[config.mk]
export PLATFORM = sky130hd
export DESIGN_NAME = iter_divider
export DESIGN_NICKNAME = d
export VERILOG_FILES = /design/src/rtl/iter_divider.sv
export SDC_FILE = /design/constraint.sdc
export NUM_CORES = 1
export LEC_CHECK = 0
export ABC_AREA = 1
export CAP_MARGIN = 30
export CELL_PAD_IN_SITES_DETAIL_PLACEMENT = 0
export CELL_PAD_IN_SITES_GLOBAL_PLACEMENT = 1
export CORE_ASPECT_RATIO = 1.1
export CORE_MARGIN = 2
export CORE_UTILIZATION = 42
export DETAILED_ROUTE_END_ITERATION = 10
export PLACE_DENSITY = 0.87
export SYNTH_ARGS = -nofsm -noshare
export SYNTH_HDL_FRONTEND = slang
export SYNTH_SLANG_ARGS = --single-unit
[constraint.sdc]
create_clock -name clk -period 4.05 [get_ports clk]
set_input_delay 0.6075 -clock clk [delete_from_list [all_inputs] [get_ports clk]]
set_output_delay 0.6075 -clock clk [all_outputs]
set_load 0.02 [all_outputs]
[src/rtl/iter_divider.sv]
// Multi-cycle restoring integer divider with RISC-V DIV/DIVU/REM/REMU semantics.
// Resolves BITS_PER_CYCLE quotient bits per clock and holds the result until it is consumed.
module iter_divider #(
  parameter int WIDTH          = 32,
  parameter int BITS_PER_CYCLE = 1
) (
  input  logic             clk,
  input  logic             rst_n,
  input  logic             in_valid,
  output logic             in_ready,
  input  logic             in_signed,
  input  logic [WIDTH-1:0] in_dividend,
  input  logic [WIDTH-1:0] in_divisor,
  output logic             out_valid,
  input  logic             out_ready,
  output logic [WIDTH-1:0] out_quotient,
  output logic [WIDTH-1:0] out_remainder,
  output logic             out_div_by_zero
);

  localparam int N  = WIDTH / BITS_PER_CYCLE;
  localparam int CW = $clog2(N + 1);

  typedef enum logic [1:0] {S_IDLE, S_RUN, S_DONE} state_t;

  state_t           r_state;
  state_t           w_state_next;
  logic [CW-1:0]    r_cnt;
  logic [WIDTH-1:0] r_rem;
  logic [WIDTH-1:0] r_quo;
  logic [WIDTH-1:0] r_dvs;
  logic             r_neg_q;
  logic             r_neg_r;
  logic [WIDTH-1:0] r_quotient;
  logic [WIDTH-1:0] r_remainder;
  logic             r_dbz;

  logic             w_zero;
  logic             w_ovf;
  logic             w_special;
  logic             w_a_neg;
  logic             w_b_neg;
  logic [WIDTH-1:0] w_a_mag;
  logic [WIDTH-1:0] w_b_mag;
  logic             w_last;
  logic [WIDTH-1:0] w_q_fin;
  logic [WIDTH-1:0] w_r_fin;

  assign w_zero    = (in_divisor == '0);
  assign w_ovf     = in_signed && (in_dividend == {1'b1, {(WIDTH-1){1'b0}}}) &&
                     (in_divisor == '1);
  assign w_special = w_zero || w_ovf;
  assign w_a_neg   = in_signed & in_dividend[WIDTH-1];
  assign w_b_neg   = in_signed & in_divisor[WIDTH-1];
  assign w_a_mag   = w_a_neg ? (~in_dividend + 1'b1) : in_dividend;
  assign w_b_mag   = w_b_neg ? (~in_divisor + 1'b1) : in_divisor;
  assign w_last    = (r_cnt == CW'(1));

  // Unrolled restoring steps; the dividend shifts out of r_quo as quotient bits shift in.
  logic [WIDTH-1:0] w_rem_stg [BITS_PER_CYCLE+1];
  logic [WIDTH-1:0] w_quo_stg [BITS_PER_CYCLE+1];

  assign w_rem_stg[0] = r_rem;
  assign w_quo_stg[0] = r_quo;

  generate
    for (genvar gi = 0; gi < BITS_PER_CYCLE; gi++) begin : g_step
      logic [WIDTH:0] w_sh;
      logic           w_ge;
      assign w_sh = {w_rem_stg[gi], w_quo_stg[gi][WIDTH-1]};
      assign w_ge = (w_sh >= {1'b0, r_dvs});
      assign w_rem_stg[gi+1] = WIDTH'(w_ge ? (w_sh - {1'b0, r_dvs}) : w_sh);
      assign w_quo_stg[gi+1] = {w_quo_stg[gi][WIDTH-2:0], w_ge};
    end
  endgenerate

  assign w_q_fin = r_neg_q ? (~w_quo_stg[BITS_PER_CYCLE] + 1'b1) : w_quo_stg[BITS_PER_CYCLE];
  assign w_r_fin = r_neg_r ? (~w_rem_stg[BITS_PER_CYCLE] + 1'b1) : w_rem_stg[BITS_PER_CYCLE];

  always_ff @(posedge clk or negedge rst_n) begin
    if (!rst_n) begin
      r_state <= S_IDLE;
    end else begin
      r_state <= w_state_next;
    end
  end

  always_comb begin
    w_state_next = r_state;
    in_ready     = 1'b0;
    out_valid    = 1'b0;
    case (r_state)
      S_IDLE: begin
        in_ready = 1'b1;
        if (in_valid) begin
          w_state_next = w_special ? S_DONE : S_RUN;
        end
      end
      S_RUN: begin
        if (w_last) begin
          w_state_next = S_DONE;
        end
      end
      S_DONE: begin
        out_valid = 1'b1;
        if (out_ready) begin
          w_state_next = S_IDLE;
        end
      end
      default: w_state_next = S_IDLE;
    endcase
  end

  always_ff @(posedge clk or negedge rst_n) begin
    if (!rst_n) begin
      r_cnt       <= '0;
      r_rem       <= '0;
      r_quo       <= '0;
      r_dvs       <= '0;
      r_neg_q     <= 1'b0;
      r_neg_r     <= 1'b0;
      r_quotient  <= '0;
      r_remainder <= '0;
      r_dbz       <= 1'b0;
    end else begin
      case (r_state)
        S_IDLE: begin
          if (in_valid) begin
            if (w_special) begin
              // Zero divisor takes precedence; the two special cases are mutually exclusive anyway.
              r_quotient  <= w_zero ? '1 : {1'b1, {(WIDTH-1){1'b0}}};
              r_remainder <= w_zero ? in_dividend : '0;
              r_dbz       <= w_zero;
            end else begin
              r_rem   <= '0;
              r_quo   <= w_a_mag;
              r_dvs   <= w_b_mag;
              r_neg_q <= w_a_neg ^ w_b_neg;
              r_neg_r <= w_a_neg;
              r_cnt   <= CW'(N);
            end
          end
        end
        S_RUN: begin
          r_rem <= w_rem_stg[BITS_PER_CYCLE];
          r_quo <= w_quo_stg[BITS_PER_CYCLE];
          r_cnt <= r_cnt - CW'(1);
          if (w_last) begin
            r_quotient  <= w_q_fin;
            r_remainder <= w_r_fin;
            r_dbz       <= 1'b0;
          end
        end
        default: begin
        end
      endcase
    end
  end

  assign out_quotient    = r_quotient;
  assign out_remainder   = r_remainder;
  assign out_div_by_zero = r_dbz;

endmodule

# Word level (Yosys, flattened, before mapping)
# Cells that the tools add are included.
[word_totals]
ff_bits = 171
[op_classes]
add_sub_neg = 6
magnitude_cmp = 1
n_eq_ne = 10
mux = 35
bitwise_logic = 8
n_reduce_logical = 10
[op_table]
columns = ["op", "n"]
rows = [
  ["32-bit two-way mux", 16],
  ["32-bit case mux with 2 select lines", 4],
  ["32-bit by 1-bit adder with 32-bit output (second input constant)", 4],
  ["32-bit inverter", 4],
  ["32-bit == test (second input constant)", 2],
  ["33-bit by 32-bit >= comparator with 1-bit output", 1],
  ["32-bit logical NOT", 1],
  ["32-bit subtractor", 1],
  ["31-bit two-way mux", 1],
  ["6-bit two-way mux", 2],
  ["6-bit case mux with 2 select lines", 1],
  ["2-bit != test (second input constant)", 5],
  ["3-bit AND reduction", 3],
  ["2-bit two-way mux", 4],
  ["6-bit by 1-bit == test with 1-bit output (second input constant)", 1],
  ["2-bit case mux with 3 select lines", 1],
  ["6-bit by 1-bit subtractor with 6-bit output (second input constant)", 1],
  ["1-bit two-way mux", 5],
  ["4-bit AND reduction", 1],
  ["1-bit AND", 2],
  ["2-bit by 1-bit == test with 1-bit output (second input constant)", 1],
  ["2-bit == test (second input constant)", 1],
  ["1-bit logical AND", 2],
  ["2-bit logical NOT", 1],
  ["5 further kinds", 5],
]

# Depth between registers and ports, before layout
# Gate-level depths: netlist of run 1.
[logic_depth]
depth_word = 7
mapped_depth = 28
ltp_nobuf = 27

# Worst setup path after synthesis of run 1
# OpenSTA, ideal clock, no wires.
[synth_timing]
kind = "register to register"
startpoint = "register r_rem[7]"
endpoint = "register r_quotient[28], in the netlist out_quotient[28]"
setup_ns = 0.073
arrival_time_ns = 3.491
slack_ns = 0.486
path_stages_with_launch = 27
synth_period_minus_slack_ns = 3.564
path_cell_list = "dfrtp_1 -> ha_1 -> nand2_2 -> inv_2 -> nand2_1 -> nand2_1 -> clkinv_1 -> nand3_2 -> nand2_2 -> nand2_4 -> a21oi_2 -> buf_4 -> ha_1 -> nand3_1 -> nor3_1 -> nand4_1 -> nor2_1 -> nand3_1 -> nand2_1 -> o21ai_0 -> inv_1 -> o21ai_0 -> a21oi_1 -> inv_1 -> o21ai_0 -> nand3_1 -> a2bb2oi_2"
[synth_between]
elab_chain_cells = 6
[synth_lines]
columns = ["item", "line_no", "text"]
rows = [
  ["from (decl)", "29", "logic [WIDTH-1:0] r_rem;"],
  ["from (signal assigned)", "145", "r_rem <= w_rem_stg[BITS_PER_CYCLE];"],
  ["33-bit by 32-bit >= comparator with 1-bit output", "71", "assign w_ge = (w_sh >= {1'b0, r_dvs});"],
  ["32-bit inverter", "77", "assign w_q_fin = r_neg_q ? (~w_quo_stg[BITS_PER_CYCLE] + 1'b1) : w_quo_stg[BITS_PER_CYCLE];"],
  ["32-bit by 1-bit adder with 32-bit output", "77", ""],
  ["32-bit two-way mux", "77", ""],
  ["32-bit two-way mux", "148", "if (w_last) begin"],
  ["32-bit case mux with 2 select lines", "126", "case (r_state)"],
  ["to (signal assigned)", "131", "r_quotient <= w_zero ? '1 : {1'b1, {(WIDTH-1){1'b0}}};"],
  ["to (signal assigned)", "149", "r_quotient <= w_q_fin;"],
  ["to (decl)", "34", "logic [WIDTH-1:0] r_quotient;"],
]
# No other way between the ends. The select of a mux whose other input is x is not followed.
# A chain may end at the register's enable or synchronous reset.

# Final worst setup path of run 1
[layout_timing]
startpoint = "register r_rem[19]"
endpoint = "register r_remainder[30], in the netlist out_remainder[30]"
[layout_between]
elab_chain_cells = 7
elab_cells_between_ends = 8
[layout_lines]
columns = ["item", "line_no", "text"]
rows = [
  ["32-bit subtractor / 33-bit by 32-bit >= comparator with 1-bit output (equally long branches)", "72, 71", ""],
  ["32-bit two-way mux *", "72", "assign w_rem_stg[gi+1] = WIDTH'(w_ge ? (w_sh - {1'b0, r_dvs}) : w_sh);"],
  ["32-bit inverter", "78", "assign w_r_fin = r_neg_r ? (~w_rem_stg[BITS_PER_CYCLE] + 1'b1) : w_rem_stg[BITS_PER_CYCLE];"],
  ["32-bit by 1-bit adder with 32-bit output", "78", ""],
  ["32-bit two-way mux *", "78", ""],
  ["32-bit two-way mux *", "148", ""],
  ["32-bit case mux with 2 select lines *", "126", ""],
  ["to (signal assigned)", "132", "r_remainder <= w_zero ? in_dividend : '0;"],
  ["to (signal assigned)", "150", "r_remainder <= w_r_fin;"],
  ["to (decl)", "35", "logic [WIDTH-1:0] r_remainder;"],
]
# Mark *: on every way between the ends. The rest lies on a longest branch, timed or not. The select of a mux whose other input is x is not followed.

==> impl_metrics.py, run 1 <==
metrics = {
    "grt": {
        "antenna_found_initial": 0,
        "grt_max_degree": 89,
        "grt.overflow.total": 0,
        "grt_first_pass_wirelength_um": 69500,
        "grt_pass1_vias": 12900,
        "grt_use_total": 0.267,
    },
    "detailed_routing": {
        "drtIter0Drc": 982,
        "post_drt_wl_per_cell_um": 17.7,
        "drt.antenna.violating_nets": 0,
        "via_per_inst": 5.23,
        "num_vias": 13100,
        "wl_um": 44200,
        "first_pass_iters": 5,
        "drcViolationCount": 0,
    },
    "sta": {
        "finClkSkew_ns": 0.0119,
        "setup_viol": 0,
        "min_period_ns": 3.77,
        "final_max_slew_viol_count": 0,
        "timing.fmax_mhz": 265,
        "setup_tns_ns": 0,
        "worst_slew_pin_slew_ns": 0.928,
        "grt_setup_unrepaired": "no",
        "max_slew_margin": 0.381,
        "finalHoldViolCount": 0,
        "fin_crit_sh": 0.932,
        "layout_setup_ws_ns": 0.276,
    },
    "synthesis": {
        "synth_top_cell_area_share": 0.318,
        "synth_edf_count": 0,
        "synth_seq_cells": 171,
        "yosysTopAreaCell": "dfrtp_1",
        "syn_inst": 1919,
        "synthTopCellsByArea": "dfrtp_1 (32%), nand2_1 (15%), inv_1 (7.5%)",
        "yosysSeqAreaShare": 0.318,
        "yosysWarnings": 0,
        "async_flop_share": 1.00,
        "syn_avg_cell_area_um2": 7.01,
        "synthTopCellsByCount": "nand2_1 (522), inv_1 (267), dfrtp_1 (171)",
        "yosysUniqueCellTypes": 58,
        "syn_area_um2": 13400,
        "yosysMostFrequentCell": "nand2_1",
        "synth_nets": 2028,
        "ys.flop_type": "dfrtp_1",
    },
    "placed_design": {
        "dpl.hpwl_um": 35500,
        "numPortBuffers": 135,
        "gp_congestion": 0.978,
        "post-place-ws_ns": 0.143,
    },
    "floorplan": {
        "initial_core_util": 0.427,
        "chipHeight_um": 192,
        "rows": 68,
        "io_pins": 136,
        "core_um2": 31500,
        "die_area_um2": 33500,
        "fp.dieW_um": 175,
    },
    "flow_run": {
        "drv_cap": 0,
    },
    "clock_network": {
        "clockRootBuffer": "clkbuf_16",
        "insertion_delay_ns": 0.44,
        "htree_levels": 4,
        "postCtsResizedCells": 0,
        "post-cts-setup-buffer-count": 0,
        "path_clk_slew_ns": 0.07,
        "cts_buffer_depth": 2,
        "cts_sinks": 171,
        "cts_tree": "done",
        "cts_inserted_buffers": 17,
        "hold_buffers": 0,
    },
    "min_path": {
        "hp-class": "in2async",
    },
    "cells_and_area": {
        "nets": 2174,
        "drive_above_1_share": 0.106,
        "antenna_cells": 0,
        "final-seq-area_um2": 4280,
        "fill_cells": 3160,
        "synthToLayoutAreaGrowth_pct": 18.8,
        "multiInputGateArea_um2": 7750,
        "fin_util": 0.507,
    },
    "pwr": {
        "p_total_mw": 15.8,
        "worst_ir_drop_vdd_mv": 0.482,
        "p_leak_nw": 7.68,
        "p_per_area_nw_per_um2": 990,
    },
    "worst_setup_path": {
        "reg2reg_depth": 21,
        "cp-end-kind": "flip-flop",
        "r2r-end": "out_remainder[30]",
        "regToRegSetupSlack_ns": 0.28,
        "cp.required_ns": 4.41,
        "startpoint_type": "flip-flop",
        "arrival_ns": 4.14,
        "cp_max_fo": 25,
        "crit_type": "reg2reg",
        "reg2reg_from": "r_rem[19]",
    },
    "outcome": {
        "run_status": "finished clean",
    },
}
-- registers in the layout, summed over array words and instances, names as in the netlist --
| signal | cells |
|---|---|
| out_quotient | 32 |
| out_remainder | 32 |
| r_dvs | 32 |
| r_quo | 32 |
| r_rem | 32 |
| r_cnt | 6 |
| r_state | 2 |
| out_div_by_zero | 1 |
| r_neg_q | 1 |
| r_neg_r | 1 |
-- critical path, stage by stage (launching register included) --
cell     delay, ns
dfrtp_1       0.44
ha_1          0.38
nand2_1       0.09
buf_4         0.14
nor2_1        0.22
nand2_1       0.15
nor2_4        0.23
nand2_8       0.15
nand2_8       0.21
nand2_1       0.09
o21ai_2       0.12
ha_1          0.19
inv_1         0.05
nor2_1        0.20
nand3_2       0.17
inv_1         0.13
nand3_1       0.17
nand2_2       0.17
nand2_1       0.07
nand2_1       0.06
nand3_1       0.09
a21oi_1       0.16
-- cell usage in the layout, fill, tap and decap left out, types with 13 or more instances in the layout --
master	instances
nor2_2	22
a2bb2oi_2	27
nand2_2	25
ha_1	39
buf_4	51
nor3_1	22
nand3_1	124
clkdlybuf4s50_1	134
nor2_1	157
inv_1	267
dfrtp_1	171
a22oi_1	40
xnor2_1	20
xor2_1	66
o21ai_1	16
nand2_1	522
or2_2	15
clkbuf_16	17
nand4_1	21
o211ai_1	13
a21oi_1	50
o21ai_0	112
-- layout make-up --
type | instances | share of cell area
Timing Repair Buffer | 189 | 0.112
Tap cell | 420 | 0.0329
Clock inverter | 12 | 0.00721
Multi-Input combinational cell | 1405 | 0.485
Sequential cell | 171 | 0.268
Clock buffer | 20 | 0.0280
Inverter | 281 | 0.0663
-- where the power goes --
group / switching, mW / internal, mW
sequential: 0.621 / 2.48
clock: 0.747 / 0.870
combinational: 7.11 / 3.98
total: 8.48 / 7.33
-- how the worst max path moves through the flow --
stage / start / end
after floorplan: r_rem[7] / out_quotient[28]
after global routing: r_rem[28] / out_remainder[28]
final: r_rem[19] / out_remainder[30]
after CTS: r_rem[28] / out_remainder[30]
after global placement: in_divisor[0] / r_dvs[10]
after detailed placement: in_divisor[0] / r_dvs[10]
-- metrics by stage --
stage	instance area [µm²]	instances	hold WS [ns]
finish	16000	2498	0.211
global route	16000	2498	0.288
CTS	16000	2498	0.281
detailed placement	15400	2466	0.476
global placement	15400	2466	0.470
floorplan	13400	1919	0.312
-- layer usage --
layer  vias to the layer above  GRT usage  part of all wire
li1                       6517          -                 -
met1                      6069      0.317              0.41
met5                         -          0                 0
met3                        93     0.0297             0.046
met2                       396      0.480              0.50
met4                         0      0.133             0.047
-- logic make-up after synthesis --
kind of cell | synth area share
AND/OR/NAND/NOR | 0.317
buffers and inverters | 0.107
AO/OA/AOI/OAI | 0.164
flip-flops | 0.318
XOR/XNOR | 0.0560
adder cells (fa/ha/maj) | 0.0378
No activity file was read; power rests on OpenSTA's default activity.
==> inputs of run 2 (changes only) <==
- clock period: 4.05 -> 3.5 ns (I/O delays scaled with it)
==> run 2 against run 1 <==
Combinational power up 43%. Sequential share of layout area down 3.6 points. Die area unchanged. Sequential power up 18%. Via count up 8.7%. Sequential cell count unchanged. Critical path type unchanged. Critical endpoint is now out_remainder[24]. Largest power group unchanged. Highest routed layer unchanged.
==> impl_metrics.py, run 2 (same netlist as run 1, synthesis figures left out) <==
metrics = {
    "outcome": {
        "run_status": "finished clean",
    },
    "grt": {
        "grt_pass1_vias": 14000,
        "grt_max_degree": 77,
        "grt_use_total": 0.280,
        "grt.overflow.total": 0,
        "grt_first_pass_wirelength_um": 73100,
        "antenna_found_initial": 0,
    },
    "sta": {
        "fin_crit_sh": 0.952,
        "final_max_slew_viol_count": 0,
        "fin_hold_ws_ns": 0.0940,
        "timing.fmax_mhz": 300,
        "min_period_ns": 3.33,
        "finalHoldViolCount": 0,
        "grt_setup_unrepaired": "yes",
        "max_slew_margin": 0.509,
        "layout_setup_ws_ns": 0.168,
        "worst_slew_pin_slew_ns": 0.737,
        "setup_viol": 0,
        "finClkSkew_ns": 0.00882,
        "setup_tns_ns": 0,
    },
    "detailed_routing": {
        "drtIter0Drc": 1039,
        "post_drt_wl_per_cell_um": 16.9,
        "highest_layer": "met4",
        "num_vias": 14200,
        "wl_met2_um": 23400,
        "wl_met3_um": 1830,
        "drcViolationCount": 0,
        "via_per_inst": 5.17,
        "drt.antenna.violating_nets": 0,
        "first_pass_iters": 6,
        "met1_length_um": 19600,
        "wl_um": 46300,
    },
    "worst_setup_path": {
        "max_stage_delay_ns": 0.46,
        "crit_slowest_cell": "dfrtp_1",
        "cp.required_ns": 3.83,
        "critical_path_buf_inv_count": 3,
        "regToRegSetupSlack_ns": 0.17,
        "cp_max_fo": 10,
        "cpMostUsedCell": "nand2_1",
        "startpoint_type": "flip-flop",
        "reg2reg_from": "r_rem[18]",
        "cp_cell_sequence": "ha_4 -> nand2_2 -> buf_4 -> nor2_1 -> nand2_1 -> nor2_4 -> buf_4 -> nand2_8 -> nand2_8 -> nand2_2 -> o21ai_2 -> ha_1 -> inv_1 -> nor2_2 -> nand3_2 -> nor2_4 -> nand2_1 -> nand2_2 -> nand2_1 -> xor2_1 -> nand2_1 -> nand2_1",
        "r2r-end": "out_remainder[24]",
        "crit_type": "reg2reg",
        "cp_num_cells": 22,
        "cpLargestDelayFamily": "simple AND/OR/NAND/NOR gates",
        "cp-end-kind": "flip-flop",
        "setup.worst_path.end": "out_remainder[24]",
        "critPathLaunch": "r_rem[18]",
        "arrival_ns": 3.67,
        "reg2reg_depth": 22,
    },
    "pwr": {
        "p_per_area_nw_per_um2": 1170,
        "p_leak_nw": 8.95,
        "worst_ir_drop_vdd_mv": 0.415,
    },
    "cells_and_area": {
        "drive_above_1_share": 0.238,
        "final_common_cell": "nand2_1",
        "final_cell_mix": "nand2_1 (511), buf_4 (296), inv_1 (247)",
        "nets": 2426,
        "final_area_um2": 18500,
        "antenna_cells": 0,
        "synthToLayoutAreaGrowth_pct": 37.2,
    },
    "placed_design": {
        "post-place-ws_ns": -0.310,
        "dpl-instance-area_um2": 17300,
        "dpl.hpwl_um": 37200,
        "gp_congestion": 0.965,
        "numPortBuffers": 135,
    },
    "floorplan": {
        "rows": 68,
        "io_pins": 136,
        "initial_core_util": 0.427,
        "die_area_um2": 33500,
        "core_um2": 31500,
        "fp.dieW_um": 175,
        "chipHeight_um": 192,
    },
    "clock_network": {
        "cts_buffer_depth": 2,
        "htree_levels": 4,
        "cts_inserted_buffers": 17,
        "path_clk_slew_ns": 0.07,
        "cts_sinks": 171,
        "cts_tree": "done",
        "clockRootBuffer": "clkbuf_16",
        "insertion_delay_ns": 0.44,
    },
    "min_path": {
        "hp-class": "in2async",
    },
    "flow_run": {
        "drv_cap": 0,
    },
}
==> run 2: changes by cell type in the layout (fill, tap and decap cells not counted), moves of 4 or more <==
| cell | before | now |
|---|---|---|
| inv_2 | 9 | 29 |
| ha_4 | 0 | 26 |
| dfrtp_1 | 171 | 165 |
| nand2_2 | 25 | 35 |
| nor2_2 | 22 | 26 |
| buf_12 | 3 | 8 |
| inv_1 | 267 | 247 |
| nor2_1 | 157 | 151 |
| buf_4 | 51 | 296 |
| dfrtp_2 | 0 | 6 |
| nand2_1 | 522 | 511 |
| ha_1 | 39 | 13 |
| nand3_2 | 10 | 14 |
| nand3_1 | 124 | 119 |
==> run 2: area by class of cell <==
class / count / area [µm²]
clock buffers: 19 / 443
clock inverters: 13 / 156
fillers: 2995 / 13000
inverters: 281 / 1060
multi-input cells: 1405 / 8230
flip-flops and latches: 171 / 4290
well taps: 420 / 526
repair buffers: 441 / 3760
==> run 2: routing by layer <==
metal | global-route usage | up-vias
met5 | 0 | -
met1 | 0.340 | 6706
met3 | 0.0297 | 74
met2 | 0.511 | 402
met4 | 0.104 | 0
li1 | - | 7029
==> run 2: what timing repair did <==
action | CTS | global route
setup buffers | 1 | 6
endpoints found under the setup margin | 8 | 25
hold buffers | 0 | 0
resized for setup | 34 | 63
pin swaps | 5 | 20
==> run 2: stage by stage <==
step	instances	util	total power, mW
6_report	2750	0.586	21.5
5_1_grt	2750	0.586	23.3
4_1_cts	2744	0.576	21.0
3_5_place_dp	2711	0.550	18.6
3_3_place_gp	2710	0.549	18.3
2_1_floorplan	1919	-	12.5
==> run 2: how the worst min path moves through the flow <==
stage / from / end / slack [ns] / depth (start not counted)
after CTS: rst_n / out_quotient[14] / 0.12 / 1
after global placement: out_div_by_zero / out_div_by_zero / 0.47 / 2
after detailed placement: r_dvs[23] / r_dvs[23] / 0.47 / 2
final: rst_n / out_quotient[14] / 0.09 / 1
after floorplan: rst_n / out_div_by_zero / 0.23 / 0
after global routing: rst_n / r_quo[14] / 0.14 / 1
==> run 2: power by group <==
part	internal (mW)	switching, mW	leakage, nW
logic	6.91	8.96	6.51
clock network	1.09	0.898	0.293
registers	2.87	0.792	2.14
total	10.9	10.6	8.95
==> inputs of run 3 (changes only) <==
- CORE_UTILIZATION: 42 -> 30
- PLACE_DENSITY: 0.87 -> 0.67
==> run 3 against run 2 <==
Die area increased by 39%. Combinational power up 6%. Critical path type unchanged. Global-route usage decreased by 5.5 points. Sequential power decreased by 1%. Critical endpoint is now out_remainder[26]. Setup slack got worse by 0.0072 ns. Highest routed layer unchanged. Largest cell class unchanged.
==> impl_metrics.py, run 3 (same netlist as run 1, synthesis figures left out) <==
metrics = {
    "outcome": {
        "run_status": "finished clean",
    },
    "floorplan": {
        "initial_core_util": 0.303,
        "fp.dieW_um": 206,
        "chipHeight_um": 226,
        "die_area_um2": 46500,
        "rows": 81,
        "core_um2": 44400,
        "io_pins": 136,
    },
    "sta": {
        "worst_slew_pin_slew_ns": 0.682,
        "grt_setup_unrepaired": "yes",
        "min_period_ns": 3.34,
        "finalHoldViolCount": 0,
        "fin_crit_sh": 0.954,
        "finClkSkew_ns": 0.0136,
        "setup_tns_ns": 0,
        "final_max_slew_viol_count": 0,
        "setup_viol": 0,
        "timing.fmax_mhz": 299,
        "max_slew_margin": 0.545,
    },
    "grt": {
        "grt_max_degree": 97,
        "grt_first_pass_wirelength_um": 79100,
        "antenna_found_initial": 0,
        "grt.overflow.total": 0,
        "grt_use_total": 0.225,
        "met2_usage": 0.394,
        "use_met1": 0.285,
        "grt_pass1_vias": 13900,
        "met3_usage": 0.0215,
        "grt_busiest_layer": "met2",
    },
    "worst_setup_path": {
        "cpLargestDelayFamily": "simple AND/OR/NAND/NOR gates",
        "max_stage_delay_ns": 0.45,
        "cp_cell_sequence": "ha_4 -> nand2_2 -> buf_4 -> nor2_2 -> inv_2 -> nor2_2 -> nand2_2 -> nand2_4 -> buf_4 -> nand2_8 -> nand2_8 -> nand2_1 -> o21ai_2 -> ha_1 -> inv_1 -> nor2_4 -> nand3_2 -> inv_1 -> nand3_2 -> nand2_4 -> o21ai_1 -> o21ai_0 -> nand3_1 -> nand2_1",
        "cp-end-kind": "flip-flop",
        "arrival_ns": 3.75,
        "crit_slowest_cell": "dfrtp_2",
        "startpoint_type": "flip-flop",
        "cp_max_fo": 8,
        "critical_path_buf_inv_count": 5,
        "cp.required_ns": 3.91,
        "crit_type": "reg2reg",
        "cp_num_cells": 24,
        "reg2reg_depth": 24,
    },
    "clock_network": {
        "cts_buffer_depth": 2,
        "cts_inserted_buffers": 17,
        "cts_tree": "done",
        "path_clk_slew_ns": 0.08,
        "htree_levels": 4,
        "insertion_delay_ns": 0.47,
        "clockRootBuffer": "clkbuf_16",
        "cts_sinks": 171,
    },
    "detailed_routing": {
        "drtIter0Drc": 759,
        "num_vias": 13900,
        "first_pass_iters": 5,
        "post_drt_wl_per_cell_um": 17.6,
        "via_per_inst": 4.79,
        "wl_um": 51200,
        "drcViolationCount": 0,
        "drt.antenna.violating_nets": 0,
    },
    "min_path": {
        "hp-class": "reg2reg",
        "holdPathStages": 2,
    },
    "cells_and_area": {
        "antenna_cells": 0,
        "final_area_um2": 18700,
        "final_common_cell": "nand2_1",
        "synthToLayoutAreaGrowth_pct": 39.2,
        "drive_above_1_share": 0.229,
        "nets": 2422,
        "final_cell_mix": "nand2_1 (515), buf_4 (287), inv_1 (260)",
    },
    "placed_design": {
        "dpl.hpwl_um": 41400,
        "gp_congestion": 0.914,
        "numPortBuffers": 135,
        "dpl-instance-area_um2": 17500,
    },
    "pwr": {
        "p_leak_nw": 8.97,
        "worst_ir_drop_vdd_mv": 0.580,
        "p_per_area_nw_per_um2": 1210,
    },
    "flow_run": {
        "drv_cap": 0,
    },
}
-- run 3: cell types whose count changed in the layout (fill, tap and decap cells not counted), sizes merged, moves of 2 or more --
cell	delta
bufinv	+2
buf	-5
clkinvlp	+3
clkinv	-3
-- run 3: layout make-up --
| type | instances | area (µm²) |
|---|---|---|
| fillers | 4673 | 25700 |
| multi-input cells | 1405 | 8210 |
| flip-flops and latches | 171 | 4280 |
| repair buffers | 437 | 3800 |
| inverters | 281 | 1060 |
| well taps | 581 | 727 |
| clock buffers | 18 | 439 |
| clock inverters | 14 | 208 |
-- run 3: report_power, final --
| group | switching [mW] | internal [mW] |
|---|---|---|
| clock network | 0.951 | 1.23 |
| registers | 0.754 | 2.87 |
| logic | 9.37 | 7.41 |
| total | 11.1 | 11.5 |
-- run 3: worst paths after layout --
check	slack [ns]	startpoint	end
max in group asynchronous	2.00	rst_n	r_rem[14]
min in group asynchronous	0.56	rst_n	out_remainder[4]
min	0.49	r_dvs[21]	r_dvs[21]
min reg2reg	0.49	r_dvs[21]	r_dvs[21]
max	0.16	r_rem[14]	out_remainder[26]
max reg2reg	0.16	r_rem[14]	out_remainder[26]
-- run 3: worst min-delay path: cells and delay by family (launching register included) --
family | cells | cell delay, ns
flip-flops | 1 | 0.35
AO/OA/AOI/OAI | 1 | 0.06
AND/OR/NAND/NOR | 1 | 0.05
-- run 3: metal layers --
metal	vias to the layer above	share of wire
li1	7028	-
met1	6562	0.44
met2	270	0.49
met3	53	0.034
met4	0	0.030
met5	-	0
-- run 3: stage by stage --
stage	total power, mW	std cells	worst slack [ns]	hold slack, ns	util
CTS	22.2	2899	0.0172	0.492	0.416
floorplan	12.5	1919	0.00886	0.229	-
global route	24.5	2907	-0.0348	0.521	0.422
finish	22.6	2907	0.161	0.495	0.422
detailed placement	19.5	2864	-0.277	0.474	0.394
global placement	19.4	2863	-0.257	0.471	0.394
-- run 3: repair_timing --
item / 4_1_cts / 5_1_grt
hold buffers: 1 / 0
setup buffers: 2 / 8
hold endpoints to repair: 26 / 0
setup endpoints to repair: 6 / 23
resized for setup: 35 / 41
pin swaps: 7 / 12
